--- src/rtl/usb_tx_pkg.sv ---
// ============================================================================
// Module      : usb_tx_pkg
// Description : Shared types and constants for the USB packet transmitter.
// Revision    : 1.0 - initial release
// ============================================================================
`default_nettype none

package usb_tx_pkg;

    typedef enum logic [2:0] {
        ST_IDLE    = 3'd0,
        ST_SYNC    = 3'd1,
        ST_PID     = 3'd2,
        ST_DATA    = 3'd3,
        ST_CRC     = 3'd4,
        ST_EOP_SE0 = 3'd5,
        ST_EOP_J   = 3'd6
    } tx_state_t;

    localparam logic [7:0]  SYNC_BYTE    = 8'h80;
    localparam logic [3:0]  PID_DATA0    = 4'h3;
    localparam logic [3:0]  PID_DATA1    = 4'hB;
    localparam logic [3:0]  PID_ACK      = 4'h2;
    localparam logic [3:0]  PID_NAK      = 4'hA;
    localparam logic [15:0] CRC16_POLY_R = 16'hA001;
    localparam logic [15:0] CRC16_INIT   = 16'hFFFF;
    localparam int          STUFF_LIMIT  = 6;

    function automatic logic is_data_pid(input logic [3:0] pid);
        return (pid == PID_DATA0) || (pid == PID_DATA1);
    endfunction

endpackage

`default_nettype wire

--- src/rtl/usb_tx_crc16.sv ---
// ============================================================================
// Module      : usb_tx_crc16
// Description : Bit-serial reflected CRC16 (USB data CRC) register.
// Revision    : 1.0 - initial release
// ============================================================================
`default_nettype none

module usb_tx_crc16
    import usb_tx_pkg::*;
(
    input  logic        clk,
    input  logic        rst,
    input  logic        i_clear,
    input  logic        i_en,
    input  logic        i_bit,
    output logic [15:0] o_crc
);

    logic [15:0] r_crc;
    logic [15:0] w_crc_next;

    assign w_crc_next = (r_crc[0] ^ i_bit) ? ((r_crc >> 1) ^ CRC16_POLY_R)
                                           : (r_crc >> 1);

    always_ff @(posedge clk) begin
        if (rst || i_clear) begin
            r_crc <= CRC16_INIT;
        end else if (i_en) begin
            r_crc <= w_crc_next;
        end
    end

    assign o_crc = r_crc;

endmodule

`default_nettype wire

--- src/rtl/usb_tx_packetizer.sv ---
// ============================================================================
// Module      : usb_tx_packetizer
// Description : Full-speed USB packet serialiser with bit stuffing and NRZI.
// Revision    : 1.0 - initial release
// ============================================================================
`default_nettype none

module usb_tx_packetizer
    import usb_tx_pkg::*;
#(
    parameter int MAX_BYTES    = 8,
    parameter int CLKS_PER_BIT = 8,
    parameter int LENW         = $clog2(MAX_BYTES + 1)
) (
    input  logic                   clk,
    input  logic                   rst,
    input  logic                   tx_start,
    input  logic [3:0]             tx_pid,
    input  logic [LENW-1:0]        tx_len,
    input  logic [8*MAX_BYTES-1:0] tx_data,
    output logic                   tx_busy,
    output logic                   tx_done,
    output logic                   d_plus,
    output logic                   d_minus
);

    localparam int TW    = $clog2(CLKS_PER_BIT);
    localparam int BIDXW = (MAX_BYTES > 1) ? $clog2(MAX_BYTES) : 1;
    localparam logic [TW-1:0]   c_last_tick = TW'(CLKS_PER_BIT - 1);
    localparam logic [LENW-1:0] c_max_len   = LENW'(MAX_BYTES);

    tx_state_t              r_state, w_state;
    logic [TW-1:0]          r_timer, w_timer;
    logic [3:0]             r_bit_idx, w_bit_idx;
    logic [BIDXW-1:0]       r_byte_idx, w_byte_idx;
    logic [2:0]             r_ones, w_ones;
    logic                   r_dp, r_dm, w_dp, w_dm;
    logic [3:0]             r_pid;
    logic                   r_is_data;
    logic [LENW-1:0]        r_len;
    logic [8*MAX_BYTES-1:0] r_data;

    logic [15:0] w_crc;
    logic        w_crc_clear, w_crc_en, w_crc_bit;
    logic        w_accept, w_tick, w_stuff_now, w_last_byte;
    logic        w_send, w_bit;
    logic [7:0]  w_pid_byte;

    usb_tx_crc16 u_crc (
        .clk     (clk),
        .rst     (rst),
        .i_clear (w_crc_clear),
        .i_en    (w_crc_en),
        .i_bit   (w_crc_bit),
        .o_crc   (w_crc)
    );

    assign w_accept    = tx_start && (r_state == ST_IDLE);
    assign w_tick      = (r_state != ST_IDLE) && (r_timer == c_last_tick);
    assign w_pid_byte  = {~r_pid, r_pid};
    assign w_last_byte = ((LENW'(r_byte_idx) + LENW'(1)) == r_len);
    // The ones counter already includes the bit now on the line, so a stuff
    // bit is due at the boundary following the sixth consecutive one.
    assign w_stuff_now = ((r_state == ST_SYNC) || (r_state == ST_PID) ||
                          (r_state == ST_DATA) || (r_state == ST_CRC)) &&
                         (r_ones == 3'(STUFF_LIMIT));

    always_comb begin
        w_state     = r_state;
        w_timer     = r_timer;
        w_bit_idx   = r_bit_idx;
        w_byte_idx  = r_byte_idx;
        w_ones      = r_ones;
        w_dp        = r_dp;
        w_dm        = r_dm;
        w_send      = 1'b0;
        w_bit       = 1'b0;
        w_crc_clear = 1'b0;
        w_crc_en    = 1'b0;
        w_crc_bit   = 1'b0;

        if (r_state == ST_IDLE) begin
            if (w_accept) begin
                w_state     = ST_SYNC;
                w_timer     = '0;
                w_bit_idx   = '0;
                w_byte_idx  = '0;
                w_ones      = '0;
                w_crc_clear = 1'b1;
                w_send      = 1'b1;
            end
        end else begin
            w_timer = w_tick ? '0 : r_timer + 1'b1;
            if (w_tick) begin
                if (w_stuff_now) begin
                    w_send = 1'b1;
                end else begin
                    case (r_state)
                        ST_SYNC: begin
                            w_send = 1'b1;
                            if (r_bit_idx == 4'd7) begin
                                w_state   = ST_PID;
                                w_bit_idx = '0;
                            end else begin
                                w_bit_idx = r_bit_idx + 1'b1;
                            end
                        end
                        ST_PID: begin
                            if (r_bit_idx == 4'd7) begin
                                w_bit_idx  = '0;
                                w_byte_idx = '0;
                                w_send     = r_is_data;
                                if (!r_is_data) begin
                                    w_state = ST_EOP_SE0;
                                end else if (r_len == '0) begin
                                    w_state = ST_CRC;
                                end else begin
                                    w_state = ST_DATA;
                                end
                            end else begin
                                w_send    = 1'b1;
                                w_bit_idx = r_bit_idx + 1'b1;
                            end
                        end
                        ST_DATA: begin
                            w_send = 1'b1;
                            if (r_bit_idx == 4'd7) begin
                                w_bit_idx = '0;
                                if (w_last_byte) begin
                                    w_state = ST_CRC;
                                end else begin
                                    w_byte_idx = r_byte_idx + 1'b1;
                                end
                            end else begin
                                w_bit_idx = r_bit_idx + 1'b1;
                            end
                        end
                        ST_CRC: begin
                            if (r_bit_idx == 4'd15) begin
                                w_state   = ST_EOP_SE0;
                                w_bit_idx = '0;
                            end else begin
                                w_send    = 1'b1;
                                w_bit_idx = r_bit_idx + 1'b1;
                            end
                        end
                        ST_EOP_SE0: begin
                            if (r_bit_idx == 4'd1) begin
                                w_state = ST_EOP_J;
                            end else begin
                                w_bit_idx = r_bit_idx + 1'b1;
                            end
                        end
                        default: begin
                            w_state = ST_IDLE;
                        end
                    endcase
                end
            end
        end

        // Pick the field bit for the new position; a stuff bit stays 0.
        if (w_send && !w_stuff_now) begin
            case (w_state)
                ST_SYNC: w_bit = SYNC_BYTE[w_bit_idx[2:0]];
                ST_PID:  w_bit = w_pid_byte[w_bit_idx[2:0]];
                ST_DATA: begin
                    w_bit     = r_data[{w_byte_idx, w_bit_idx[2:0]}];
                    w_crc_en  = 1'b1;
                    w_crc_bit = w_bit;
                end
                ST_CRC:  w_bit = ~w_crc[w_bit_idx];
                default: w_bit = 1'b0;
            endcase
        end

        if (w_send) begin
            w_ones = w_bit ? r_ones + 1'b1 : '0;
            if (!w_bit) begin
                w_dp = r_dm;
                w_dm = r_dp;
            end
        end else if (w_state == ST_EOP_SE0) begin
            w_dp   = 1'b0;
            w_dm   = 1'b0;
            w_ones = '0;
        end else if (w_state == ST_EOP_J) begin
            w_dp = 1'b1;
            w_dm = 1'b0;
        end
    end

    always_ff @(posedge clk) begin
        if (rst) begin
            r_state    <= ST_IDLE;
            r_timer    <= '0;
            r_bit_idx  <= '0;
            r_byte_idx <= '0;
            r_ones     <= '0;
            r_dp       <= 1'b1;
            r_dm       <= 1'b0;
            r_pid      <= '0;
            r_is_data  <= 1'b0;
            r_len      <= '0;
            r_data     <= '0;
        end else begin
            r_state    <= w_state;
            r_timer    <= w_timer;
            r_bit_idx  <= w_bit_idx;
            r_byte_idx <= w_byte_idx;
            r_ones     <= w_ones;
            r_dp       <= w_dp;
            r_dm       <= w_dm;
            if (w_accept) begin
                r_pid     <= tx_pid;
                r_is_data <= is_data_pid(tx_pid);
                r_len     <= (tx_len > c_max_len) ? c_max_len : tx_len;
                r_data    <= tx_data;
            end
        end
    end

    assign tx_busy = (r_state != ST_IDLE);
    assign tx_done = (r_state == ST_EOP_J) && (r_timer == c_last_tick);
    assign d_plus  = r_dp;
    assign d_minus = r_dm;

endmodule

`default_nettype wire

--- config.mk ---
export PLATFORM = sky130hd
export DESIGN_NAME = usb_tx_packetizer
export DESIGN_NICKNAME = d
export VERILOG_FILES = /design/src/rtl/usb_tx_pkg.sv /design/src/rtl/usb_tx_crc16.sv /design/src/rtl/usb_tx_packetizer.sv
export SDC_FILE = /design/constraint.sdc
export NUM_CORES = 1
export LEC_CHECK = 0
export CORE_UTILIZATION = 35
export CTS_CLUSTER_SIZE = 20
export DETAILED_ROUTE_END_ITERATION = 10
export PLACE_DENSITY = 0.59
export SYNTH_ARGS = -nofsm -noshare
export SYNTH_HDL_FRONTEND = slang
export SYNTH_HIERARCHICAL = 1
export SYNTH_SLANG_ARGS = --single-unit
--- constraint.sdc ---
create_clock -name clk -period 3.4 [get_ports clk]
set_clock_uncertainty 0.1 [all_clocks]
set_input_delay 0.34 -clock clk [delete_from_list [all_inputs] [get_ports clk]]
set_output_delay 0.34 -clock clk [all_outputs]
set_load 0.1 [all_outputs]
==> flow_summary.toml <==
[drt]
drt-initial-drc-count = 291
vias = 5657
wl_per_cell_um = 15.6
finalWirelength_mm = 16.9
vias_per_cell = 5.25
drt-pass1-iter-count = 5
drc = 0
ant_nets = 0

[yosys]
synth_seq_area_share_pct = 37.6
async_flop_share_pct = 0
synth_warnings = 6
synth-seq-cells = 107
ys_types = 78
synth_edf_count = 0
syn-cell-area_sq_um = 5700
synth_cells = 732
synth_nets = 814
synth_flop_cell = "dfxtp_1"
synth.avg_cell_area_sq_um = 7.79

[sta]
finalSetupTns_ns = -0.0957
fin_crit_sh_pct = 101
worst_pin_slew_ns = 0.996
rsz0062_at_grt = "true"
setup_viol = 3
fmax_mhz = 290
hold_ws_ns = 0.355
report.final.slew_viol_count = 0
finalCriticalPeriod_ns = 3.45
hold_viol = 0
setup_ws_ns = -0.0495
maxSlewHeadroom_pct = 33.4

[pwr]
leakagePower_nw = 2.95
irDropWorstVdd_uv = 220
switching_share_pct = 24.2
power-per-cell-area_nw_per_um2 = 364
power_frac_comb_pct = 12.1
pwr-share-clk_pct = 39.9
power_frac_seq_pct = 48.0
p_int_mw = 2.13
p_switching_mw = 0.679

[floorplanning]
start_util_pct = 35.9
io_pins = 79
die_h_um = 130
die_area_sq_um = 16800
die_w_um = 130
row_count = 46
coreArea_sq_um = 15900

[placed_design]
pre_cts_ws_ns = -0.357
placed_cell_area_sq_um = 7150
numPortBuffers = 78
dp_hpwl_mm = 12.6
gp_congestion = 0.878

[finish]
design_area_sq_um = 7710
nets = 940
final_common_cell = "nand2_1"
final_cell_mix = "nand2_1 (199), dfxtp_1 (104), a21oi_1 (99)"
syn_to_final_growth_pct = 35.2
finish.utilization_pct = 48.6
final_layout_size_suffix_gt1_share_pct = 20.3
antennaDiodeCount = 0

[worst_hold_path]
hp-class = "flip-flop to flip-flop"

[grt]
grt_pass1_vias = 5432
grt_antenna_before_repair = 0
gr-usage-all-layers_pct = 20.7
grt-ovfl-total = 0
grt_pass1_wl_mm = 26.8
grt_max_degree = 50

[critical_path]
crit_type = "flip-flop to flip-flop"
crit_fanout = 5
start_kind = "flip-flop"
critPathCaptureType = "flip-flop"
worstPathRequired_ns = 3.55
cp.arrival_ns = 3.60

[clocking]
numCtsBuffers = 9
ctsHoldBuffers = 0
cts_tree = "yes"
clock_sinks = 107
clkTransAtPathRegs_ns = 0.07
clockBufferDepth = 2
cts_root_buf = "clkbuf_16"
htree_num_levels = 3
clock_latency_ns = 0.36

[run_status]
status = "finished, violations left"
failed_checks = "setup timing"

[run]
drv_cap = 0
metal layers:
| layer | global-route usage, % | vias up | wire [um] |
|---|---|---|---|
| met4 | 7.80 | 0 | 425 |
| met1 | 25.6 | 2695 | 7700 |
| li1 | - | 2806 | - |
| met5 | 0 | - | 0 |
| met2 | 35.1 | 127 | 8070 |
| met3 | 4.50 | 29 | 661 |
final timing paths:
check	start	end	slack, ns	cells past startpoint
worst max-delay path	r_bit_idx[1]	u_crc/o_crc[13]	-0.05	14
worst min register to register	r_data[53]	r_data[53]	0.36	2
worst max register to register	r_bit_idx[1]	u_crc/o_crc[13]	-0.05	14
worst min-delay path	r_data[53]	r_data[53]	0.36	2
per-stage QoR:
stage | total power [mW] | std cells
finish | 2.81 | 1078
global route | 2.92 | 1078
CTS | 2.83 | 1078
detailed placement | 1.71 | 1057
global placement | 1.70 | 1057
floorplan | 1.54 | 732
synthesized netlist by cell type (5+ instances only):
master	count	share of area (%)
a211oi_1	8	1.1
a21oi_1	100	8.8
and2_1	6	0.66
buf_2	10	0.88
buf_4	19	2.5
buf_6	5	0.99
clkbuf_1	28	1.8
dfxtp_1	107	38
ha_1	7	1.5
inv_1	10	0.66
mux2i_1	29	5.1
nand2_1	200	13
nand3_1	13	1.1
nand3b_1	6	0.79
nor2_1	34	2.2
nor3_1	6	0.53
o211ai_1	10	1.3
o21ai_0	18	1.6
worst max-delay path, cell delays in order, from the launching register on:
cell,delay [ns]
dfxtp_2,0.32
inv_2,0.06
ha_4,0.11
or3b_4,0.41
or3_4,0.37
a21o_4,0.28
nand2_8,0.12
mux2i_2,0.23
mux2i_1,0.12
a311o_2,0.40
o211ai_2,0.19
o21ai_2,0.12
xnor2_1,0.24
xnor2_1,0.11
a21o_1,0.18
final cells by class:
class,instances,area (sq um)
Clock inverter,4,75.1
Timing Repair Buffer,175,1560
Inverter,12,47.5
Tap cell,216,270
Fill cell,1568,8170
Multi-Input combinational cell,553,3370
Clock buffer,11,243
Sequential cell,107,2150
sequential cells by signal (all words and copies together), names as in the netlist:
name	flops
r_pid	4
r_bit_idx	4
u_crc/o_crc	16
r_state	3
d_minus	1
r_timer	3
r_len	4
r_is_data	1
r_byte_idx	3
d_plus	1
r_ones	3
r_data	64
logic make-up after synthesis:
group,count (synthesis),share of synthesized area (%)
simple gates,301,23.6
compound gates,203,23.4
flops,107,37.6
buf+inv,74,7.00
mux,32,5.68
xor+xnor,8,1.23
fa+ha+maj,7,1.54
timing repair:
action                     4_1_cts  5_1_grt
buffers inserted                 4        1
cloned                           2        0
pin swaps                        6        8
resized for setup               17       35
hold endpoints to repair         0        0
setup endpoints to repair        8        8
power groups by stage:
| stage | registers (mW) | clock network, mW | logic, mW |
|---|---|---|---|
| 3_5_place_dp | 1.38 | 0 | 0.334 |
| 3_3_place_gp | 1.37 | 0 | 0.328 |
| 2_1_floorplan | 1.37 | 0 | 0.169 |
| 6_report | 1.35 | 1.12 | 0.340 |
| 5_1_grt | 1.35 | 1.19 | 0.375 |
| 4_1_cts | 1.35 | 1.15 | 0.337 |
Note: power is estimated with default switching activity, not from simulation.
